===== config.mk =====
export PLATFORM = sky130hd
export DESIGN_NAME = mem_port_arbiter
export DESIGN_NICKNAME = d
export VERILOG_FILES = /design/src/rtl/mem_port_arbiter.sv
export SDC_FILE = /design/constraint.sdc
export NUM_CORES = 1
export LEC_CHECK = 0
export ABC_CLOCK_PERIOD_IN_PS = 1950
export CORE_UTILIZATION = 39
export DETAILED_ROUTE_END_ITERATION = 12
export MAX_ROUTING_LAYER = met4
export PLACE_DENSITY = 0.77
export SETUP_SLACK_MARGIN = 0.1
export SKIP_CTS_REPAIR_TIMING = 1
export SLEW_MARGIN = 10
export SYNTH_ARGS = -nofsm -noshare
export SYNTH_HDL_FRONTEND = slang
export SYNTH_SLANG_ARGS = --single-unit

===== constraint.sdc =====
create_clock -name clock -period 1.95 [get_ports clock]
set_input_delay 0.2925 -clock clock [delete_from_list [all_inputs] [get_ports clock]]
set_output_delay 0.2925 -clock clock [all_outputs]
set_load 0.005 [all_outputs]

===== src/rtl/mem_port_arbiter.sv =====
// Arbitrates the single memory port between fetch, data and loader requesters,
// running each access as a fixed IDLE/SETUP/STROBE/HOLD sequence with registered outputs.
module mem_port_arbiter #(
  parameter int ADDR_W       = 8,
  parameter int DATA_W       = 8,
  parameter int STARVE_LIMIT = 4
) (
  input  logic              clock,
  input  logic              reset,
  input  logic              f_req,
  input  logic [ADDR_W-1:0] f_addr,
  output logic              f_ack,
  output logic [DATA_W-1:0] f_rdata,
  input  logic              d_req,
  input  logic              d_we,
  input  logic [ADDR_W-1:0] d_addr,
  input  logic [DATA_W-1:0] d_wdata,
  output logic              d_ack,
  output logic [DATA_W-1:0] d_rdata,
  input  logic              l_req,
  input  logic [ADDR_W-1:0] l_addr,
  input  logic [DATA_W-1:0] l_wdata,
  output logic              l_ack,
  output logic [ADDR_W-1:0] address,
  output logic [DATA_W-1:0] to_mem,
  input  logic [DATA_W-1:0] from_mem,
  output logic              mem_clock,
  output logic              mem_write,
  output logic              busy,
  output logic [1:0]        grant
);

  typedef enum logic [1:0] {IDLE, SETUP, STROBE, HOLD} state_t;

  localparam logic [1:0] G_NONE = 2'd0;
  localparam logic [1:0] G_F    = 2'd1;
  localparam logic [1:0] G_D    = 2'd2;
  localparam logic [1:0] G_L    = 2'd3;
  localparam logic [3:0] LIMIT  = 4'(STARVE_LIMIT);

  state_t     state;
  logic [3:0] starve_cnt;
  logic       starved;
  logic [1:0] win;

  assign starved = (starve_cnt == LIMIT);

  // Loader always first; a starved fetch jumps ahead of data.
  always_comb begin
    win = G_NONE;
    if (l_req)                win = G_L;
    else if (f_req && starved) win = G_F;
    else if (d_req)           win = G_D;
    else if (f_req)           win = G_F;
  end

  always_ff @(posedge clock or posedge reset) begin
    if (reset) begin
      state      <= IDLE;
      address    <= '0;
      to_mem     <= '0;
      mem_clock  <= 1'b0;
      mem_write  <= 1'b0;
      busy       <= 1'b0;
      grant      <= G_NONE;
      f_ack      <= 1'b0;
      d_ack      <= 1'b0;
      l_ack      <= 1'b0;
      f_rdata    <= '0;
      d_rdata    <= '0;
      starve_cnt <= '0;
    end else begin
      case (state)
        IDLE: begin
          if (!f_req || win == G_F)  starve_cnt <= '0;
          else if (!starved)         starve_cnt <= starve_cnt + 4'd1;
          if (win != G_NONE) begin
            grant <= win;
            busy  <= 1'b1;
            state <= SETUP;
            case (win)
              G_F: begin
                address   <= f_addr;
                mem_write <= 1'b0;
              end
              G_D: begin
                address   <= d_addr;
                to_mem    <= d_wdata;
                mem_write <= d_we;
              end
              default: begin
                address   <= l_addr;
                to_mem    <= l_wdata;
                mem_write <= 1'b1;
              end
            endcase
          end
        end
        SETUP: begin
          mem_clock <= 1'b1;
          state     <= STROBE;
        end
        STROBE: begin
          // mem_write still holds the latched direction here; it drops entering HOLD.
          if (!mem_write) begin
            if (grant == G_F) f_rdata <= from_mem;
            if (grant == G_D) d_rdata <= from_mem;
          end
          mem_clock <= 1'b0;
          mem_write <= 1'b0;
          f_ack     <= (grant == G_F);
          d_ack     <= (grant == G_D);
          l_ack     <= (grant == G_L);
          state     <= HOLD;
        end
        default: begin
          f_ack <= 1'b0;
          d_ack <= 1'b0;
          l_ack <= 1'b0;
          grant <= G_NONE;
          busy  <= 1'b0;
          state <= IDLE;
        end
      endcase
    end
  end

endmodule

; Word level (Yosys, flattened, before mapping)
; Index checks and enable logic that the tools add are counted.
[op_classes]
bitwise = 3
eq_ne = 10
reduce_logical = 16
addsub = 1
muxes = 21
[op_table]
columns = op, count
row1 = case mux 8 bit (2 select lines), 2
row2 = case mux 1 bit (2 select lines), 7
row3 = two-way mux 2 bit, 5
row4 = AND reduction 3 bit, 3
row5 = "== test 2 bit, second input constant", 4
row6 = two-way mux 4 bit, 2
row7 = AND reduction 2 bit, 4
row8 = "== test 2 x 1 -> 1 bit, second input constant", 3
row9 = case mux 2 bit (3 select lines), 1
row10 = nonzero test 2 bit, 3
row11 = "adder 4 x 1 -> 4 bit, second input constant", 1
row12 = "== test 4 x 3 -> 1 bit, second input constant", 1
row13 = case mux 2 bit (2 select lines), 1
row14 = OR reduction 2 bit, 2
row15 = two-way mux 1 bit, 3
row16 = NOT 1 bit, 3
row17 = zero test 2 bit, 1
row18 = "!= test 2 x 1 -> 1 bit, second input constant", 1
row19 = "!= test 2 bit, second input constant", 1
row20 = logical AND 1 bit, 1
row21 = zero test 1 bit, 1
row22 = logical OR 1 bit, 1
[word_totals]
word_cells = 64
input_bits = 54
reg_bits = 46
output_inout_bits = 40

; Logic depth before layout (Yosys ltp)
; Gate-level depths: netlist (run 1).
[logic_depth]
ltp_word = 8
mapped_depth = 11
mapped_depth_nobuf = 9

; Least setup slack after synthesis (run 1)
; Ideal clock, no wire load.
[synth_path]
kind = register -> register
start = register starve_cnt[0]
end = register address[0]
required_time_ps = 1886
path_stages_with_launch = 11
synth_period_minus_slack_ps = 2047
path_buffers = 2
setup_slack_ps = -97
setup_time_ps = 64
arrival_ps = 1983
path_cell_list = dfrtp_1 -> inv_1 -> ha_1 -> nand4b_1 -> and3b_1 -> ha_1 -> clkbuf_1 -> buf_2 -> nor2_1 -> a211oi_1 -> a21o_1
[synth_between]
elab_chain_cells = 6
elab_cells_between_ends = 9
cone_classes = eq/ne: 3 / mux: 3 / reduce/logical: 3
[synth_lines]
columns = item, line_no
row1 = from (decl), 42  ; logic [3:0] starve_cnt;
row2 = from (signal assigned), 76  ; else if (!starved) starve_cnt <= starve_cnt + 4'd1;
row3 = == test 4 x 3 -> 1 bit (*), 46  ; assign starved = (starve_cnt == LIMIT);
row4 = logical AND 1 bit (*), 52  ; else if (f_req && starved) win = G_F;
row5 = two-way mux 2 bit (*), 52
row6 = two-way mux 2 bit (*), 51  ; if (l_req) win = G_L;
row7 = == test 2 bit (tied with other cells), 81  ; case (win)
row8 = case mux 8 bit (2 select lines) or AND reduction 2 bit (tied branches), --
row9 = to (signal assigned), 83  ; address <= f_addr;
row10 = to (signal assigned), 87  ; address <= d_addr;
row11 = to (signal assigned), 92  ; address <= l_addr;
row12 = to (decl), 24  ; output logic [ADDR_W-1:0] address,
; Mark *: on every way between the ends. The rest lies on a longest branch, timed or not.
; A chain may end at the register's enable or synchronous reset.

; Worst setup path after layout (run 1)
[layout_path]
start = register starve_cnt[0]
end = register to_mem[1]
[layout_between]
elab_chain_cells = 7
elab_cells_between_ends = 10
cone_classes = eq/ne: 3 / mux: 3 / bitwise: 1 / reduce/logical: 3
[layout_lines]
columns = item, line_no
row1 = == test 4 x 3 -> 1 bit (*), 46
row2 = logical AND 1 bit (*), 52
row3 = two-way mux 2 bit (*), 52
row4 = two-way mux 2 bit (*), 51
row5 = == test 2 x 1 -> 1 bit, 81
row6 = NOT 1 bit (no source line), --
row7 = AND reduction 3 bit (no source line), --
row8 = to (signal assigned), 88  ; to_mem <= d_wdata;
row9 = to (signal assigned), 93  ; to_mem <= l_wdata;
row10 = to (decl), 25  ; output logic [DATA_W-1:0] to_mem,
; Marks and branches as above.

==> summary.md, run 1 <==
| Metric | Value |
|---|---|
| Status | `complete, but fails checks` |
| Violated checks | `negative setup slack` |
| Worst-margin pin slew | `489.2 ps` |
| DR WL/cell | `14.24 um` |
| Clk_skew | `8.804 ps` |
| Antenna fix cells | `0` |
| CTS tree | `yes` |
| Crit path required time | `2170 ps` |
| Gr usage total | `18.70%` |
| H-tree levels | `2` |
| Final wirelength | `5541 um` |
| Largest net degree at the start of global routing | `47` |
| TritonCTS buffer count | `5` |
| Dpl hpwl | `3840 um` |
| Fmax | `487.4 MHz` |
| Total chip power | `5.066 mW` |
| Crit path time final | `2052 ps` |
| Fin crit share | `105.2%` |
| Max FO, Critical Path | `8` |
| Cell Rows | `27` |
| Yosys reg bits | `46` |
| EDFF count, synth | `0` |
| Routability cong. | `0.7969` |
| RSZ-0062 raised after global routing | `yes` |
| Post-synth top cells | `dfrtp_1, nor2_1, mux2_2, a21oi_1, inv_1` |
| Register area share after synthesis | `50.88%` |
| Final #Nets | `379` |
| Root Driver | `clkbuf_8` |
| Ports | `94` |
| Syn_nets | `263` |
| Power density cells | `1350 nW/um^2` |
| Share of cells above drive strength 1 | `27.76%` |
| Worst min path class | `input port to asynchronous set/reset pin` |
| Setup-failing EPs final | `18` |
| Gr ovfl total | `0` |
| Most common cell in the netlist | `dfrtp_1` |
| Area share of the largest cell type after synthesis | `50.88%` |
| Initial Util | `40.83%` |
| Fin. Hold Viols | `0` |
| P_leak | `1.600 nW` |
| WP data arrival | `2270 ps` |
| Core Area | `5540 sq um` |
| CP Capture Type | `flop` |
| Die extent in x | `78.16 um` |
| Startpoint types | `flop` |
| Vias post-DR | `1,936` |
| Crit Path Category | `flop to flop` |
| Max-Cap Viols | `0` |
| Clk_lat worst skew | `300 ps` |
| Drt pass-1 iters | `4` |
| DRC Markers | `0` |
| Setup TNS | `-1156 ps` |
| Full die area | `6109 sq um` |
| Rel. slew slack | `67.39%` |
| Clock transition at the registers of the reported paths | `90 ps` |
| Drt initial violations | `53` |
| Clock Tree Buf Depth | `2` |
| Antenna violations before repair | `0` |
| PortBufs | `93` |
| Synth area leaders | `dfrtp_1, mux2_2, ha_1` |
| Min Hold Slack | `340.4 ps` |
| DRT antenna net count | `0` |
| Syn. warnings | `0` |
| Largest area contributor in the netlist | `dfrtp_1` |
| Max Slew Vio Count | `0` |
| Max VDD drop | `0.8118 mV` |
| Chip height | `78.16 um` |
| Yosys cell types | `36` |
| Vias in the first global route | `1,961` |
| Vias/cell | `4.977` |
| CTS Sinks | `46` |
| Ys flop type | `dfrtp_1` |
| Area added between synthesis and finish | `65.87%` |
| Post-synthesis instance area | `2262 sq um` |
| Fillers | `452` |
| Final setup margin | `-101.6 ps` |
| First-pass GRT wire length | `8811 um` |
| Mapped Cells | `200` |
| Post-synth ARST share | `100.0%` |
| Mean area per synthesized cell | `11.31 sq um` |
-- layer usage --
metal | GRT usage (%) | wire length (um) | vias to the layer above
li1 | - | - | 944
met1 | 22.68 | 2440 | 927
met2 | 31.58 | 2723 | 60
met3 | 4.419 | 333 | 5
met4 | 4.444 | 43 | 0
met5 | - | 0 | -
-- flip-flops by register name, indices dropped and copies added (netlist names), 2 cells and up --
name        cells
d_rdata         8
grant           2
to_mem          8
f_rdata         8
starve_cnt      4
state           2
address         8
-- power by group --
group,switching [mW],internal (mW),total (mW)
Clock,0.318,0.546,0.864
Sequential,0.262,1.38,1.64
Combinational,1.00,1.56,2.56
-- path summary, 6_finish.rpt --
kind,startpoint,depth (start not counted),slack (ps),end
min in group clock,address[1],1,480,address[1]
min,reset,3,340,mem_write
max,starve_cnt[0],10,-100,to_mem[1]
min reg2reg,address[1],1,480,address[1]
max in group asynchronous,reset,3,1400,address[1]
max reg2reg,starve_cnt[0],10,-100,to_mem[1]
-- kinds of logic (layout without fill, tap and decap cells) --
family                     count (synthesis)  count (layout)  synth area share, %
AOI/OAI and AO/OA                         55              55                16.15
DFF                                       46              46                50.88
and+or+nand+nor                           41              41                10.29
muxes                                     26              26                12.50
buffers and inverters                     23             140                5.199
adders and majority gates                  9               9                4.978
-- layout make-up --
cell class / instances / area [sq um] / area share, %
flip-flops and latches: 46 / 1151 / 30.68
clock inverters: 2 / 60.06 / 1.601
well taps: 72 / 90.09 / 2.401
clock buffers: 6 / 82.58 / 2.201
inverters: 12 / 45.04 / 1.200
repair buffers: 120 / 1196 / 31.88
multi-input cells: 131 / 1127 / 30.04
-- cells in the final DEF (no fill, tap or decap), types with 6 or more instances in the layout --
cell,netlist,final
a211oi_1,8,7
a22oi_1,8,8
buf_4,1,21
inv_1,11,7
nor2_1,20,15
a21oi_1,14,8
dfrtp_1,46,46
clkdlybuf4s50_1,0,93
mux2i_1,8,8
a21o_1,8,8
mux2_2,18,17
a21oi_2,0,6
clkbuf_8,0,6
-- through the flow --
| stage | instances | setup WS (ps) | utilization [%] | instance area, sq um |
|---|---|---|---|---|
| finish | 389 | -101.6 | 67.73 | 3752 |
| global route | 389 | -207.6 | 67.73 | 3752 |
| CTS | 380 | -118.9 | 64.32 | 3563 |
| detailed placement | 372 | -299.5 | 61.74 | 3421 |
| global placement | 372 | -269.6 | 61.74 | 3421 |
| floorplan | 200 | -4.688 | - | 2335 |
-- worst max-delay path, stage by stage, from the launching register on --
cell and delay (ps):
dfrtp_1 400, inv_2 80, ha_4 140, nand4b_1 130
and3b_2 270, buf_6 120, ha_4 170, nor3b_4 320
buf_12 170, nor2_1 40, a21oi_1 120
(Power assumes the default switching activity.)
==> run 2, diff against run 1 <==
--- a/config.mk
+++ b/config.mk
@@ -8,8 +8,9 @@
 export ABC_CLOCK_PERIOD_IN_PS = 1950
 export CORE_UTILIZATION = 39
 export DETAILED_ROUTE_END_ITERATION = 12
+export GPL_TIMING_DRIVEN = 0
 export MAX_ROUTING_LAYER = met4
-export PLACE_DENSITY = 0.77
+export PLACE_DENSITY = 0.89
 export SETUP_SLACK_MARGIN = 0.1
 export SKIP_CTS_REPAIR_TIMING = 1
 export SLEW_MARGIN = 10
==> run 2 against run 1 <==
The flow still finishes with violations (negative setup slack); wire length up 15%; via count up 4.7%; fmax down 3.7%; sequential power about the same; first-iteration DRC count up 47%; sequential share of layout area down 0.84 points; global-route usage up 0.94 points; register-to-register slack worse by 80 ps; highest routed layer unchanged; die area unchanged; critical path depth unchanged.
==> summary.md, run 2 (synthesis results as in run 1) <==
| Metric | Value |
|---|---|
| Status | `complete, but fails checks` |
| Violated checks | `negative setup slack` |
| Multi-input logic area | `1180 sq um (+4.7%)` |
| Placed Area | `3376 sq um (-1.3%)` |
| Fin crit share | `109.2% (+4.0 points)` |
| Routability cong. | `0.7809 (-2.0%)` |
| Initial Util | `40.83% (unchanged)` |
| CTS Sinks | `46 (unchanged)` |
| Root Driver | `clkbuf_8` |
| Final wirelength | `6388 um (+15%)` |
| Drt initial violations | `78 (+47%)` |
| Drt pass-1 iters | `4 (unchanged)` |
| Final #Nets | `381 (+0.53%)` |
| Vias in the first global route | `1,969 (+0.41%)` |
| DR WL/cell | `16.34 um (+15%)` |
| TritonCTS buffer count | `5 (unchanged)` |
| Most frequent cells in the layout | `clkdlybuf4s50_1, dfrtp_1, mux2_2` |
| CTS tree | `yes` |
| Design Area, Final | `3857 sq um (+2.8%)` |
| Vias/cell | `5.184 (+4.2%)` |
| Die extent in x | `78.16 um (unchanged)` |
| Crit path time final | `2129 ps (+77.84 ps)` |
| Cell Rows | `27 (unchanged)` |
| Ports | `94 (unchanged)` |
| Min Hold Slack | `327.5 ps (-12.90 ps)` |
| Largest net degree at the start of global routing | `27 (-43%)` |
| Worst min path class | `input port to asynchronous set/reset pin` |
| Rel. slew slack | `65.83% (-1.6 points)` |
| Total chip power | `5.083 mW (+0.32%)` |
| Fin. Hold Viols | `0 (unchanged)` |
| Clk_skew | `10.73 ps (+1.926 ps)` |
| Setup-failing EPs final | `22 (+4)` |
| Fillers | `412 (-8.8%)` |
| Startpoint types | `flop` |
| Gr usage total | `19.65% (+0.94 points)` |
| Full die area | `6109 sq um (unchanged)` |
| Pre-CTS WS | `-481.8 ps (-182.3 ps)` |
| Clk_lat worst skew | `300 ps (about the same)` |
| Fmax | `469.6 MHz (-3.7%)` |
| Final setup margin | `-179.4 ps (-77.84 ps)` |
| Most common cell after layout, fill and taps aside | `clkdlybuf4s50_1` |
| Chip height | `78.16 um (unchanged)` |
| CP Capture Type | `flop` |
| DRC Markers | `0 (unchanged)` |
| Area added between synthesis and finish | `70.52%` |
| Antenna violations before repair | `0 (unchanged)` |
| Gr ovfl total | `0 (unchanged)` |
| Finished Core Util | `69.63% (+1.9 points)` |
| Post-route insts no fill | `391 (+0.51%)` |
| PortBufs | `93 (unchanged)` |
| Max Slew Vio Count | `0 (unchanged)` |
| Placed cell count | `366 (-1.6%)` |
| RSZ-0062 raised after global routing | `yes` |
| Clock transition at the registers of the reported paths | `90 ps (about the same)` |
| WP data arrival | `2340 ps (+70 ps)` |
| First-pass GRT wire length | `9197 um (+4.4%)` |
| Antenna fix cells | `0 (unchanged)` |
| Core Area | `5540 sq um (unchanged)` |
| Setup TNS | `-3050 ps (-1894 ps)` |
| Dpl hpwl | `4050 um (+5.5%)` |
| DRT antenna net count | `0 (unchanged)` |
| Max-Cap Viols | `0 (unchanged)` |
| Max VDD drop | `0.7403 mV (-8.8%)` |
| Share of cells above drive strength 1 | `29.47% (+1.7 points)` |
| Crit path required time | `2160 ps (about the same)` |
| Clock Tree Buf Depth | `2 (unchanged)` |
| Power density cells | `1318 nW/um^2 (-2.4%)` |
| Total area of sequential cells | `1151 sq um (unchanged)` |
| H-tree levels | `2 (unchanged)` |
| Crit Path Category | `flop to flop` |
| P_leak | `1.618 nW (+1.1%)` |
| Max FO, Critical Path | `6 (-2)` |
| Worst-margin pin slew | `511.9 ps (+22.72 ps)` |
| Vias post-DR | `2,027 (+4.7%)` |
## run 2: worst max-delay path, stage by stage, from the launching register on
cell and delay, ps:
dfrtp_1 400, inv_2 90, ha_4 140, nand4b_1 160
and3b_2 310, ha_4 180, buf_6 130, nand2b_4 160
buf_8 140, buf_12 130, o32ai_4 200
## run 2: path summary, 6_finish.rpt
path,startpoint,endpoint,slack (ps),depth (start not counted)
worst min register to register,address[6],address[6],490,1
worst max register to register,starve_cnt[0],grant[0],-180,10
max in group asynchronous,reset,f_rdata[2],1110,3
min in group clock,address[6],address[6],490,1
worst max-delay path,starve_cnt[0],grant[0],-180,10
worst min-delay path,reset,address[0],330,2
## run 2: layout make-up
| type | count | share of cell area [%] |
|---|---|---|
| Buffer | 11 | 3.406 |
| Clock buffer | 6 | 1.881 |
| Clock inverter | 2 | 0.3568 |
| Inverter | 12 | 1.168 |
| Multi-Input combinational cell | 131 | 30.59 |
| Sequential cell | 46 | 29.84 |
| Tap cell | 72 | 2.335 |
| Timing Repair Buffer | 111 | 30.43 |
## run 2: where the power goes
part	switching, mW	internal, mW
Sequential	0.289	1.38
Clock	0.333	0.253
Combinational	1.13	1.69
Total	1.75	3.33
## run 2: routing by layer
| layer | track usage (%) | up-vias | part of all wire (%) |
|---|---|---|---|
| li1 | - | 955 | - |
| met1 | 23.48 | 993 | 43 |
| met2 | 33.16 | 72 | 51 |
| met3 | 4.419 | 7 | 5.9 |
| met4 | 5.926 | 0 | 0.72 |
| met5 | - | - | 0 |
